--- src/rtl/ir_issue_unit.sv ---
// ir_issue_unit: FIFO-buffered instruction feeder for the core IR input.
// Words written by a host/loader are queued and presented one at a time over a
// valid/ready handshake, either free-running or one word per step_in rising edge.
module ir_issue_unit #(
    parameter int IR_W   = 16,
    parameter int DEPTH  = 8,
    parameter int ADDR_W = 3
) (
    input  logic              CLK,
    input  logic              RST,
    input  logic              flush,
    input  logic              wr_en,
    input  logic [IR_W-1:0]   wr_data,
    output logic              full,
    output logic              empty,
    output logic [ADDR_W:0]   count,
    input  logic              step_mode,
    input  logic              step_in,
    output logic [IR_W-1:0]   ir_out,
    output logic              ir_valid,
    input  logic              ir_ready,
    output logic [15:0]       issued_cnt
);

    localparam logic [1:0] ST_IDLE    = 2'd0;
    localparam logic [1:0] ST_ARM     = 2'd1;
    localparam logic [1:0] ST_PRESENT = 2'd2;

    localparam logic [ADDR_W:0] DEPTH_CNT = (ADDR_W+1)'(DEPTH);

    logic [IR_W-1:0]   mem_q [DEPTH];
    logic [ADDR_W-1:0] wr_ptr_q;
    logic [ADDR_W-1:0] rd_ptr_q;
    logic [ADDR_W:0]   count_q;
    logic [ADDR_W:0]   count_d;
    logic [1:0]        state_q;
    logic [1:0]        state_d;
    logic [IR_W-1:0]   ir_q;
    logic [15:0]       issued_q;
    logic              step_s1_q;
    logic              step_s2_q;
    logic              step_s3_q;

    logic              fifo_empty;
    logic              fifo_full;
    logic              step_pulse;
    logic              wr_accept;
    logic              pop;
    logic              handshake;

    assign fifo_empty = (count_q == '0);
    assign fifo_full  = (count_q == DEPTH_CNT);
    // s2 is the synchronised level, s3 its previous value: rising edge -> 1-cycle pulse
    assign step_pulse = step_s2_q & ~step_s3_q;
    // A write while full is dropped even if a pop frees a slot this cycle
    assign wr_accept  = wr_en & ~fifo_full & ~flush;

    assign full       = fifo_full;
    assign empty      = fifo_empty;
    assign count      = count_q;
    assign ir_out     = ir_q;
    assign ir_valid   = (state_q == ST_PRESENT);
    assign issued_cnt = issued_q;

    // Issue FSM next-state, pop and handshake decode; flush overrides everything
    always_comb begin
        state_d   = state_q;
        pop       = 1'b0;
        handshake = 1'b0;
        case (state_q)
            ST_IDLE: begin
                if (!step_mode && !fifo_empty) begin
                    pop     = 1'b1;
                    state_d = ST_PRESENT;
                end else if (step_mode) begin
                    state_d = ST_ARM;
                end
            end
            ST_ARM: begin
                if (step_pulse && !fifo_empty) begin
                    pop     = 1'b1;
                    state_d = ST_PRESENT;
                end else if (!step_mode) begin
                    state_d = ST_IDLE;
                end
            end
            ST_PRESENT: begin
                if (ir_ready) begin
                    handshake = 1'b1;
                    if (!step_mode && !fifo_empty) begin
                        pop     = 1'b1;
                        state_d = ST_PRESENT;
                    end else if (!step_mode) begin
                        state_d = ST_IDLE;
                    end else begin
                        state_d = ST_ARM;
                    end
                end
            end
            default: begin
                state_d = ST_IDLE;
            end
        endcase
        if (flush) begin
            pop       = 1'b0;
            handshake = 1'b0;
            state_d   = step_mode ? ST_ARM : ST_IDLE;
        end
    end

    // FIFO occupancy next value: simultaneous write and pop leaves it unchanged
    always_comb begin
        count_d = count_q;
        if (wr_accept && !pop) begin
            count_d = count_q + 1'b1;
        end else if (!wr_accept && pop) begin
            count_d = count_q - 1'b1;
        end
    end

    // FIFO storage; contents need no reset since pointers/count define validity
    always_ff @(posedge CLK) begin
        if (wr_accept) begin
            mem_q[wr_ptr_q] <= wr_data;
        end
    end

    // FIFO pointers and occupancy
    always_ff @(posedge CLK) begin
        if (RST || flush) begin
            wr_ptr_q <= '0;
            rd_ptr_q <= '0;
            count_q  <= '0;
        end else begin
            if (wr_accept) begin
                wr_ptr_q <= wr_ptr_q + 1'b1;
            end
            if (pop) begin
                rd_ptr_q <= rd_ptr_q + 1'b1;
            end
            count_q <= count_d;
        end
    end

    // FSM state register
    always_ff @(posedge CLK) begin
        if (RST) begin
            state_q <= ST_IDLE;
        end else begin
            state_q <= state_d;
        end
    end

    // Output word register: loaded on pop, held through backpressure, cleared by flush
    always_ff @(posedge CLK) begin
        if (RST || flush) begin
            ir_q <= '0;
        end else if (pop) begin
            ir_q <= mem_q[rd_ptr_q];
        end
    end

    // Completed-handshake counter; survives flush, wraps naturally
    always_ff @(posedge CLK) begin
        if (RST) begin
            issued_q <= '0;
        end else if (handshake) begin
            issued_q <= issued_q + 16'd1;
        end
    end

    // Two-flop synchroniser plus edge-detect history for the slow step line
    always_ff @(posedge CLK) begin
        if (RST) begin
            step_s1_q <= 1'b0;
            step_s2_q <= 1'b0;
            step_s3_q <= 1'b0;
        end else begin
            step_s1_q <= step_in;
            step_s2_q <= step_s1_q;
            step_s3_q <= step_s2_q;
        end
    end

endmodule

--- config.mk ---
export PLATFORM = sky130hd
export DESIGN_NAME = ir_issue_unit
export DESIGN_NICKNAME = d
export VERILOG_FILES = /design/src/rtl/ir_issue_unit.sv
export SDC_FILE = /design/constraint.sdc
export NUM_CORES = 1
export LEC_CHECK = 0
export BUFFER_PORTS_ARGS = -buffer_cell sky130_fd_sc_hd__clkbuf_2
export CORE_MARGIN = 2
export CORE_UTILIZATION = 60
export DETAILED_ROUTE_END_ITERATION = 8
export GPL_ROUTABILITY_DRIVEN = 0
export PLACE_DENSITY = 0.8
export SLEW_MARGIN = 20
export SYNTH_ARGS = -nofsm -noshare
export SYNTH_HDL_FRONTEND = slang
export SYNTH_SLANG_ARGS = --single-unit
--- constraint.sdc ---
create_clock -name CLK -period 7.55 [get_ports CLK]
set_input_delay 0.755 -clock CLK [delete_from_list [all_inputs] [get_ports CLK]]
set_output_delay 0.755 -clock CLK [all_outputs]
set_load 0.01 [all_outputs]
Word level (Yosys, flattened, before mapping)
Memories as Yosys holds them, arrays and structs flattened. A register that Yosys moved wholly into a read port is not among the register bits.
Index checks and enable logic that the tools add are counted.
Widths: inputs -> output; s select.
{"block": "op_classes", "reduce_logical": 13, "n_mux": 21, "bitwise_logic": 6, "eq_ne": 6, "addsub": 5}
{"cell": "$add 16x1->16 const B", "n": 1}
{"cell": "$mux 2", "n": 7}
{"cell": "$mux 1", "n": 10}
{"cell": "$mux 4", "n": 2}
{"cell": "$ne 4x4->1 const B", "n": 2}
{"cell": "$add 3x1->3 const B", "n": 2}
{"cell": "$pmux 2 s3", "n": 1}
{"cell": "$add 4x1->4 const B", "n": 1}
{"cell": "$eq 4x4->1 const B", "n": 1}
{"cell": "$logic_and 1x1->1", "n": 4}
{"cell": "$logic_not 1->1", "n": 4}
{"cell": "$logic_not 4->1", "n": 1}
{"cell": "$sub 4x1->4 const B", "n": 1}
{"cell": "$and 1x1->1", "n": 3}
{"cell": "$ne 3x2->1 const B", "n": 1}
{"cell": "$not 1->1", "n": 3}
{"cell": "$pmux 1 s3", "n": 1}
{"cell": "$reduce_and 3->1", "n": 1}
{"cell": "$eq 2x1->1 const B", "n": 1}
{"cell": "$eq 2x2->1 const B", "n": 1}
{"cell": "$logic_not 2->1", "n": 1}
{"cell": "$reduce_bool 2->1", "n": 1}
{"cell": "$logic_or 1x1->1", "n": 1}
{"block": "word_totals", "elab_cells": 60, "in_bits": 23, "output_inout_bits": 39, "reg_bits": 31, "mem_bits_rw": 128, "mem_count": 1}
{"memory": "mem_q", "words": 8, "word_bits": 16, "rd": 1, "rd_clocked_by_memory_dff": 1, "wr": 1, "line": "31", "text": "logic [IR_W-1:0] mem_q [DEPTH];"}

Depth between registers and ports, before layout
Gate-level depths: netlist of the first run.
{"block": "logic_depth", "ltp_word": 10, "mapped_depth": 13}

Worst setup path before layout of the first run
OpenSTA, ideal clock, no wires.
{"block": "synth_timing", "kind": "input to register", "start": "input flush", "end": "register count_q[3], in the netlist count[3]", "t_required_ns": 7.478, "cell_stages": 12, "setup_slack_ns": 4.660, "path_buffers": 1, "arrival_ns": 2.819, "setup_time_ns": 0.072, "path_cell_list": "nand2b_1 -> nand4b_1 -> nand2_2 -> buf_6 -> inv_1 -> ha_1 -> inv_1 -> ha_1 -> a21o_2 -> a21oi_1 -> mux2i_1 -> mux2i_1"}
{"block": "synth_via", "elab_chain_len": 5}
{"element": "start, declared", "line": "11", "text": "input logic flush,"}
{"element": "$not 1->1", "line": "56", "text": "assign wr_accept = wr_en & ~fifo_full & ~flush;"}
{"element": "$and 1x1->1", "line": "56"}
{"element": "$logic_not 1->1", "line": "116", "text": "end else if (!wr_accept && pop) begin"}
{"element": "$logic_and 1x1->1", "line": "116"}
{"element": "$reduce_bool 2->1 (no source line)"}
{"element": "end signal, assigned", "line": "141", "text": "count_q <= count_d;"}
{"element": "end, declared", "line": "34", "text": "logic [ADDR_W:0] count_q;"}
Parallel ways exist; a longest one is shown, timed or not.
A chain may end at the register's enable or synchronous reset.

Worst setup path in the final report of the first run
{"block": "layout_timing", "start": "register count_q[0], in the netlist count[0]", "end": "register count_q[3], in the netlist count[3]"}
{"block": "layout_via", "elab_chain_len": 10}
{"element": "$logic_not 4->1", "line": "51", "text": "assign fifo_empty = (count_q == '0);"}
{"element": "$logic_not 1->1", "line": "72, 80, 90"}
{"element": "$logic_and 1x1->1", "line": "72, 90"}
{"element": "$mux 1", "line": "72, 90"}
{"element": "$mux 1", "line": "88", "text": "if (ir_ready) begin"}
{"element": "$pmux 1 s3", "line": "70", "text": "case (state_q)"}
{"element": "$mux 1", "line": "104", "text": "if (flush) begin"}
{"element": "$logic_not 1->1", "line": "114", "text": "if (wr_accept && !pop) begin"}
{"element": "$logic_and 1x1->1", "line": "114"}
{"element": "$mux 4 or $reduce_bool 2->1 (tied branches)"}
Parallel ways exist; a longest one is shown, timed or not. The select of a mux whose other input is x is not followed.

==> metrics.txt, run 1 <==
outcome completed; hold_buf cts 0; Core ar. 11420 um^2; DRC Markers 0; PD cells 251.2 nW/um^2; Max Buffers Root-to-Sink 2; io pins 62; Async S/R FF share, synth 0%; Synth top area share 54.85%; flops & latches, synth 175; vias in the first global route 3956; WL per Instance 20.34 um; Post-synth EDFFs 128; Worst VDD drop 0.2883 mV; WHS Path Cells 1; Fill cells 744; clk_lat worst skew 420 ps; placed insts 624; final cell count without fillers 656; Leakage 2.824 nW; H-tree levels 4; Post-Route WL 13.34 mm; routed via count 3935; Post-Syn Nets 465; Mean Syn Cell Area 16.11 um^2; register area share after synthesis 68.27%; clock root cell clkbuf_16; first-pass GRT wire length 21.04 mm; Min-Delay Path Class reg -> reg; minimum clock period 3097 ps; final setup TNS 0 ps; Die X 112.1 um; via-per-instance ratio 5.998; Clock Skews 5.791 ps; Max Cap Viol 0; synth warn 0; slew margin rel. 29.61%; Setup crit start kind flip-flop; main flop type after synthesis edfxtp_1; Total Power 2.019 mW; GRT Overall Usage 22.82%; share of cells above drive strength 1 27.88%; starting density of the core 61.37%; die area 12560 um^2; Reg clk slew, reported paths 60 ps; arrival time at the worst endpoint 3450 ps; I/O Buffers 61; area added between synthesis and finish 14.68%; first drt pass iteration count 5; RSZ-0062 raised after global routing no; final worst path period share 41.02%; dpl hpwl 8.016 mm; WP data required 7910 ps; DR iter-0 viols 342; Final Hold Vio Count 0; most common cell in the synthesized netlist edfxtp_1; largest net degree at the start of global routing 35; Max Slew Vio Count 0; Final ANT Viol Nets 0; Die Ht 112.1 um; worst reg-to-reg setup slack 4450 ps; crit path kind reg -> reg; CTS tree built; area leader, netlist edfxtp_1; Post-Synthesis Cells 435; Clock Sinks 175; setup violators final 0; worst r2r path cells 11; initial antenna violation count 0; Worst-Margin Slew 1051 ps; grt total ovfl 0; # resized after CTS 0; crit path max fanout 17; nets@finish 530; ant diodes 0; Placement Rows 39; Fmax 322.9 MHz; most instantiated cells after synthesis edfxtp_1 (128), dfxtp_1 (47), mux4_2 (32); mapped cell area 7008 um^2; Post-CTS Setup Bufs 0; CP Capture Type flip-flop; distinct cell type count after synthesis 46; total CTS buffers 17; synth top area cells edfxtp_1 (55%), dfxtp_1 (13%), mux4_2 (10%)
per-stage QoR:
stage / setup WS (ps) / cell area [um^2] / hold slack, ps / util (%)
floorplan: 4660 / 7008 / 413.8 / -
global placement: 4289 / 7431 / 434.9 / 65.08
detailed placement: 4131 / 7431 / 449.9 / 65.08
CTS: 4450 / 8036 / 461.2 / 70.38
global route: 4230 / 8036 / 469.3 / 70.38
finish: 4453 / 8036 / 457.0 / 70.38
layout by cell type (no fill, tap or decap), types with 2 or more instances in the layout:
master and instances:
or3_1 4, or4_1 3, nor3_4 2, nor3_1 4, nand3b_1 2, nand2b_1 5, nand3_1 8, clkbuf_2 61
buf_4 9, ha_1 6, dfxtp_1 45, dfxtp_2 2, and4_1 2, bufinv_16 3, clkinv_4 3, nor2b_1 6
mux4_2 32, inv_6 2, clkbuf_1 3, nand4_1 3, nor2_1 26, nor4b_1 2, and3_1 4, clkbuf_16 17
xor2_1 9, o31ai_1 19, a21oi_1 30, mux2i_1 21, inv_1 8, edfxtp_1 128, o21ai_0 6, clkinv_2 2
xnor2_1 4, nand2_1 14
worst max-delay path: stages, from the launching register on:
cell       delay [ps]
dfxtp_1           380
or4_4             600
o2111ai_1         200
nand2_2           340
inv_1             130
ha_1              170
inv_1              90
ha_1              290
a21o_2            220
a21oi_1           170
mux2i_1           250
mux2i_1           190
where the power goes:
group | total (mW) | switching (mW) | internal [mW]
registers | 1.05 | 0.00935 | 1.04
clock network | 0.885 | 0.351 | 0.534
logic | 0.0826 | 0.0490 | 0.0335
total | 2.02 | 0.409 | 1.61
sequential cells by signal, indices dropped and copies added (netlist names):
| signal | cells |
|---|---|
| count | 4 |
| step_s2_q | 1 |
| step_s3_q | 1 |
| step_s1_q | 1 |
| mem_q | 128 |
| state_q | 2 |
| issued_cnt | 16 |
| wr_ptr_q | 3 |
| rd_ptr_q | 3 |
| ir_out | 16 |
cells by family after synthesis:
logic type      Yosys count  share of synthesized area (%)
xor+xnor                 13                          1.625
mux                      53                          13.28
compound gates           62                          5.517
fa+ha+maj                 7                          1.357
flops                   175                          68.27
buf+inv                  32                          2.624
simple gates             93                          7.320
cell type report:
type                    instances  area, um^2  share of cell area [%]
clock buffers                  21       450.4                   5.605
clock inverters                11       155.1                   1.931
inverters                       8       30.03                  0.3737
multi-input cells             228        2062                   25.66
flip-flops and latches        175        4787                   59.57
well taps                     143       178.9                   2.226
repair buffers                 70       372.9                   4.640
per-layer routing:
metal	wire length, um	GRT usage (%)
met5	0	0
met4	208	9.187
met3	865	6.048
met2	6743	36.32
met1	5526	30.62
worst paths after layout:
kind | from | to
worst max-delay path | count[0] | count[3]
worst min-delay path | step_s1_q | step_s2_q
worst max register to register | count[0] | count[3]
worst min register to register | step_s1_q | step_s2_q
Note: power is estimated with default switching activity, not from simulation.
==> inputs of run 2 (changes only) <==
--- a/config.mk
+++ b/config.mk
@@ -7,10 +7,10 @@
 export LEC_CHECK = 0
 export BUFFER_PORTS_ARGS = -buffer_cell sky130_fd_sc_hd__clkbuf_2
 export CORE_MARGIN = 2
-export CORE_UTILIZATION = 60
+export CORE_UTILIZATION = 59
 export DETAILED_ROUTE_END_ITERATION = 8
 export GPL_ROUTABILITY_DRIVEN = 0
-export PLACE_DENSITY = 0.8
+export PLACE_DENSITY = 0.79
 export SLEW_MARGIN = 20
 export SYNTH_ARGS = -nofsm -noshare
 export SYNTH_HDL_FRONTEND = slang
==> constraint.sdc (replaced) <==
create_clock -name CLK -period 3.1 [get_ports CLK]
set_input_delay 0.31 -clock CLK [delete_from_list [all_inputs] [get_ports CLK]]
set_output_delay 0.31 -clock CLK [all_outputs]
set_load 0.01 [all_outputs]
==> run 2 against run 1 <==
The run now ends with DRC left. Core utilization shrank 1.0 points. Critical path depth down 2. Routed wire length fell by 1.1%. Power up 130%. Maximum frequency increased by 8.7%. Non-clock buffer count up 5. Combinational power increased to 2.5 times the previous value. Register-to-register slack got worse by 4200 ps. Sequential cell count unchanged. Clock-buffer cell count is 1 lower. Largest cell class unchanged. Largest power group unchanged.
==> metrics.txt, run 2 (same netlist as run 1, synthesis figures left out) <==
outcome complete, but fails checks; failing checks DRC; starting density of the core 60.85% (-0.52 points); largest net degree at the start of global routing 34 (-2.9%); max reg flops 128 (unchanged); Setup crit start kind flip-flop; Final ANT Viol Nets 0 (unchanged); I/O Buffers 61 (unchanged); commonest non-fill, non-tap cell in the layout edfxtp_1; dpl hpwl 8.004 mm (-0.15%); io pins 62 (unchanged); first drt pass iteration count 7 (+2); part of the power in registers 54.7% (+2.6 points); RSZ-0062 raised after global routing no; final worst path period share 91.91% (+51 points); initial antenna violation count 0 (unchanged); Net Sw Frac 20.65% (+0.37 points); Leakage 2.812 nW (-0.43%); WP data required 3450 ps (-4460 ps); arrival time at the worst endpoint 3200 ps (-250 ps); setup violators final 0 (unchanged); nets@finish 535 (+0.94%); Fmax 351.0 MHz (+8.7%); routed via count 3948 (+0.33%); WL per Instance 19.97 um (-1.8%); Min-Delay Path Class in -> reg; minimum clock period 2849 ps (-248.1 ps); # resized after CTS 0 (unchanged); Max Buffers Root-to-Sink 2 (unchanged); DR iter-0 viols 390 (+14%); Sw Pwr 0.9664 mW (+140%); grt total ovfl 0 (unchanged); area added between synthesis and finish 13.98%; crit path max fanout 6 (-11); CP Capture Type flip-flop; Biggest register mem_q; combinational share of power 4.4% (+0.3 points); PD cells 586.0 nW/um^2 (+130%); Max Cap Viol 0 (unchanged); final setup TNS 0 ps (unchanged); DRC Markers 6 (+6); Total Power 4.681 mW (+130%); setup slack after layout 250.8 ps (-4202 ps); FF+latch area 4786 um^2 (about the same); Clock power frac 40.9% (-2.9 points); first-pass GRT wire length 21.30 mm (+1.2%); vias in the first global route 4030 (+1.9%); clk_lat worst skew 420 ps (about the same); worst r2r path cells 9 (-2); Fill cells 746 (+0.27%); Clock Skews 9.775 ps (+3.984 ps); most frequent cells in the layout edfxtp_1 (128), clkbuf_2 (61), dfxtp_1 (46); Core ar. 11520 um^2 (+0.85%); crit path kind reg -> reg; Reg clk slew, reported paths 60 ps (about the same); Post-Route WL 13.20 mm (-1.1%); CTS tree built; Die Ht 113.0 um (+0.81%); share of cells above drive strength 1 27.99% (+0.12 points); Clock Sinks 175 (unchanged); via-per-instance ratio 5.973 (-0.43%); Placement Rows 39 (unchanged); dpl ws 300.4 ps (-3830 ps); Worst VDD drop 0.6051 mV (+110%); H-tree levels 4 (unchanged); Final Hold Vio Count 0 (unchanged); GRT Overall Usage 22.27% (-0.56 points); Max Slew Vio Count 0 (unchanged); ant diodes 0 (unchanged); hold_buf cts 0 (unchanged); Post-CTS Setup Bufs 0 (unchanged); WHS Path Cells 2 (+1); Core Util, Final 69.36% (-1.0 points); total CTS buffers 17 (unchanged); Die X 113.0 um (+0.81%); clock root cell clkbuf_16; slew margin rel. 51.36% (+22 points); Worst-Margin Slew 719.5 ps (-331.9 ps); Multi-input gate area 2049 um^2 (-0.61%); Internal Power 3.715 mW (+130%); die area 12770 um^2 (+1.6%); WHS 145.4 ps (-311.6 ps)
-- run 2: per-layer routing --
layer / up-vias / part of all wire, % / track usage (%) / wire length (um)
met2: 119 / 52 / 37.07 / 6820
met3: 13 / 5.9 / 5.088 / 782
met1: 1972 / 41 / 29.01 / 5453
li1: 1844 / - / - / -
met4: 0 / 1.1 / 8.618 / 144
met5: - / 0 / 0 / 0
-- run 2: final timing paths --
path | start | end | slack (ps)
setup / recovery | count[0] | count[3] | 250
hold / removal | step_in | step_s1_q | 150
setup reg to reg | count[0] | count[3] | 250
hold reg to reg | step_s1_q | step_s2_q | 460
-- run 2: through the flow --
| stage | area [um^2] | cells |
|---|---|---|
| 2_1_floorplan | 7008 | 435 |
| 3_3_place_gp | 7455 | 629 |
| 3_5_place_dp | 7455 | 629 |
| 4_1_cts | 7988 | 661 |
| 5_1_grt | 7988 | 661 |
| 6_report | 7988 | 661 |
-- run 2: final cells by class --
class	instances	share of cell area, %
flip-flops and latches	175	59.92
multi-input cells	228	25.66
clock buffers	20	5.467
repair buffers	75	5.138
well taps	143	2.240
clock inverters	12	1.206
inverters	8	0.3759
-- run 2: critical path, stage by stage, from the launching register on --
cell and delay, ps:
dfxtp_1 380, nor4b_1 680, nor3_1 170, ha_1 260
inv_1 140, ha_1 260, a21o_2 210, a21oi_1 200
mux2i_1 280, mux2i_1 200
-- run 2: power groups by stage --
stage          sequential [mW]  combinational [mW]  clock, mW
2_1_floorplan             2.60               0.144          0
3_3_place_gp              2.60               0.199          0
3_5_place_dp              2.61               0.206          0
4_1_cts                   2.56               0.208       1.96
5_1_grt                   2.56               0.230       2.04
6_report                  2.56               0.207       1.92
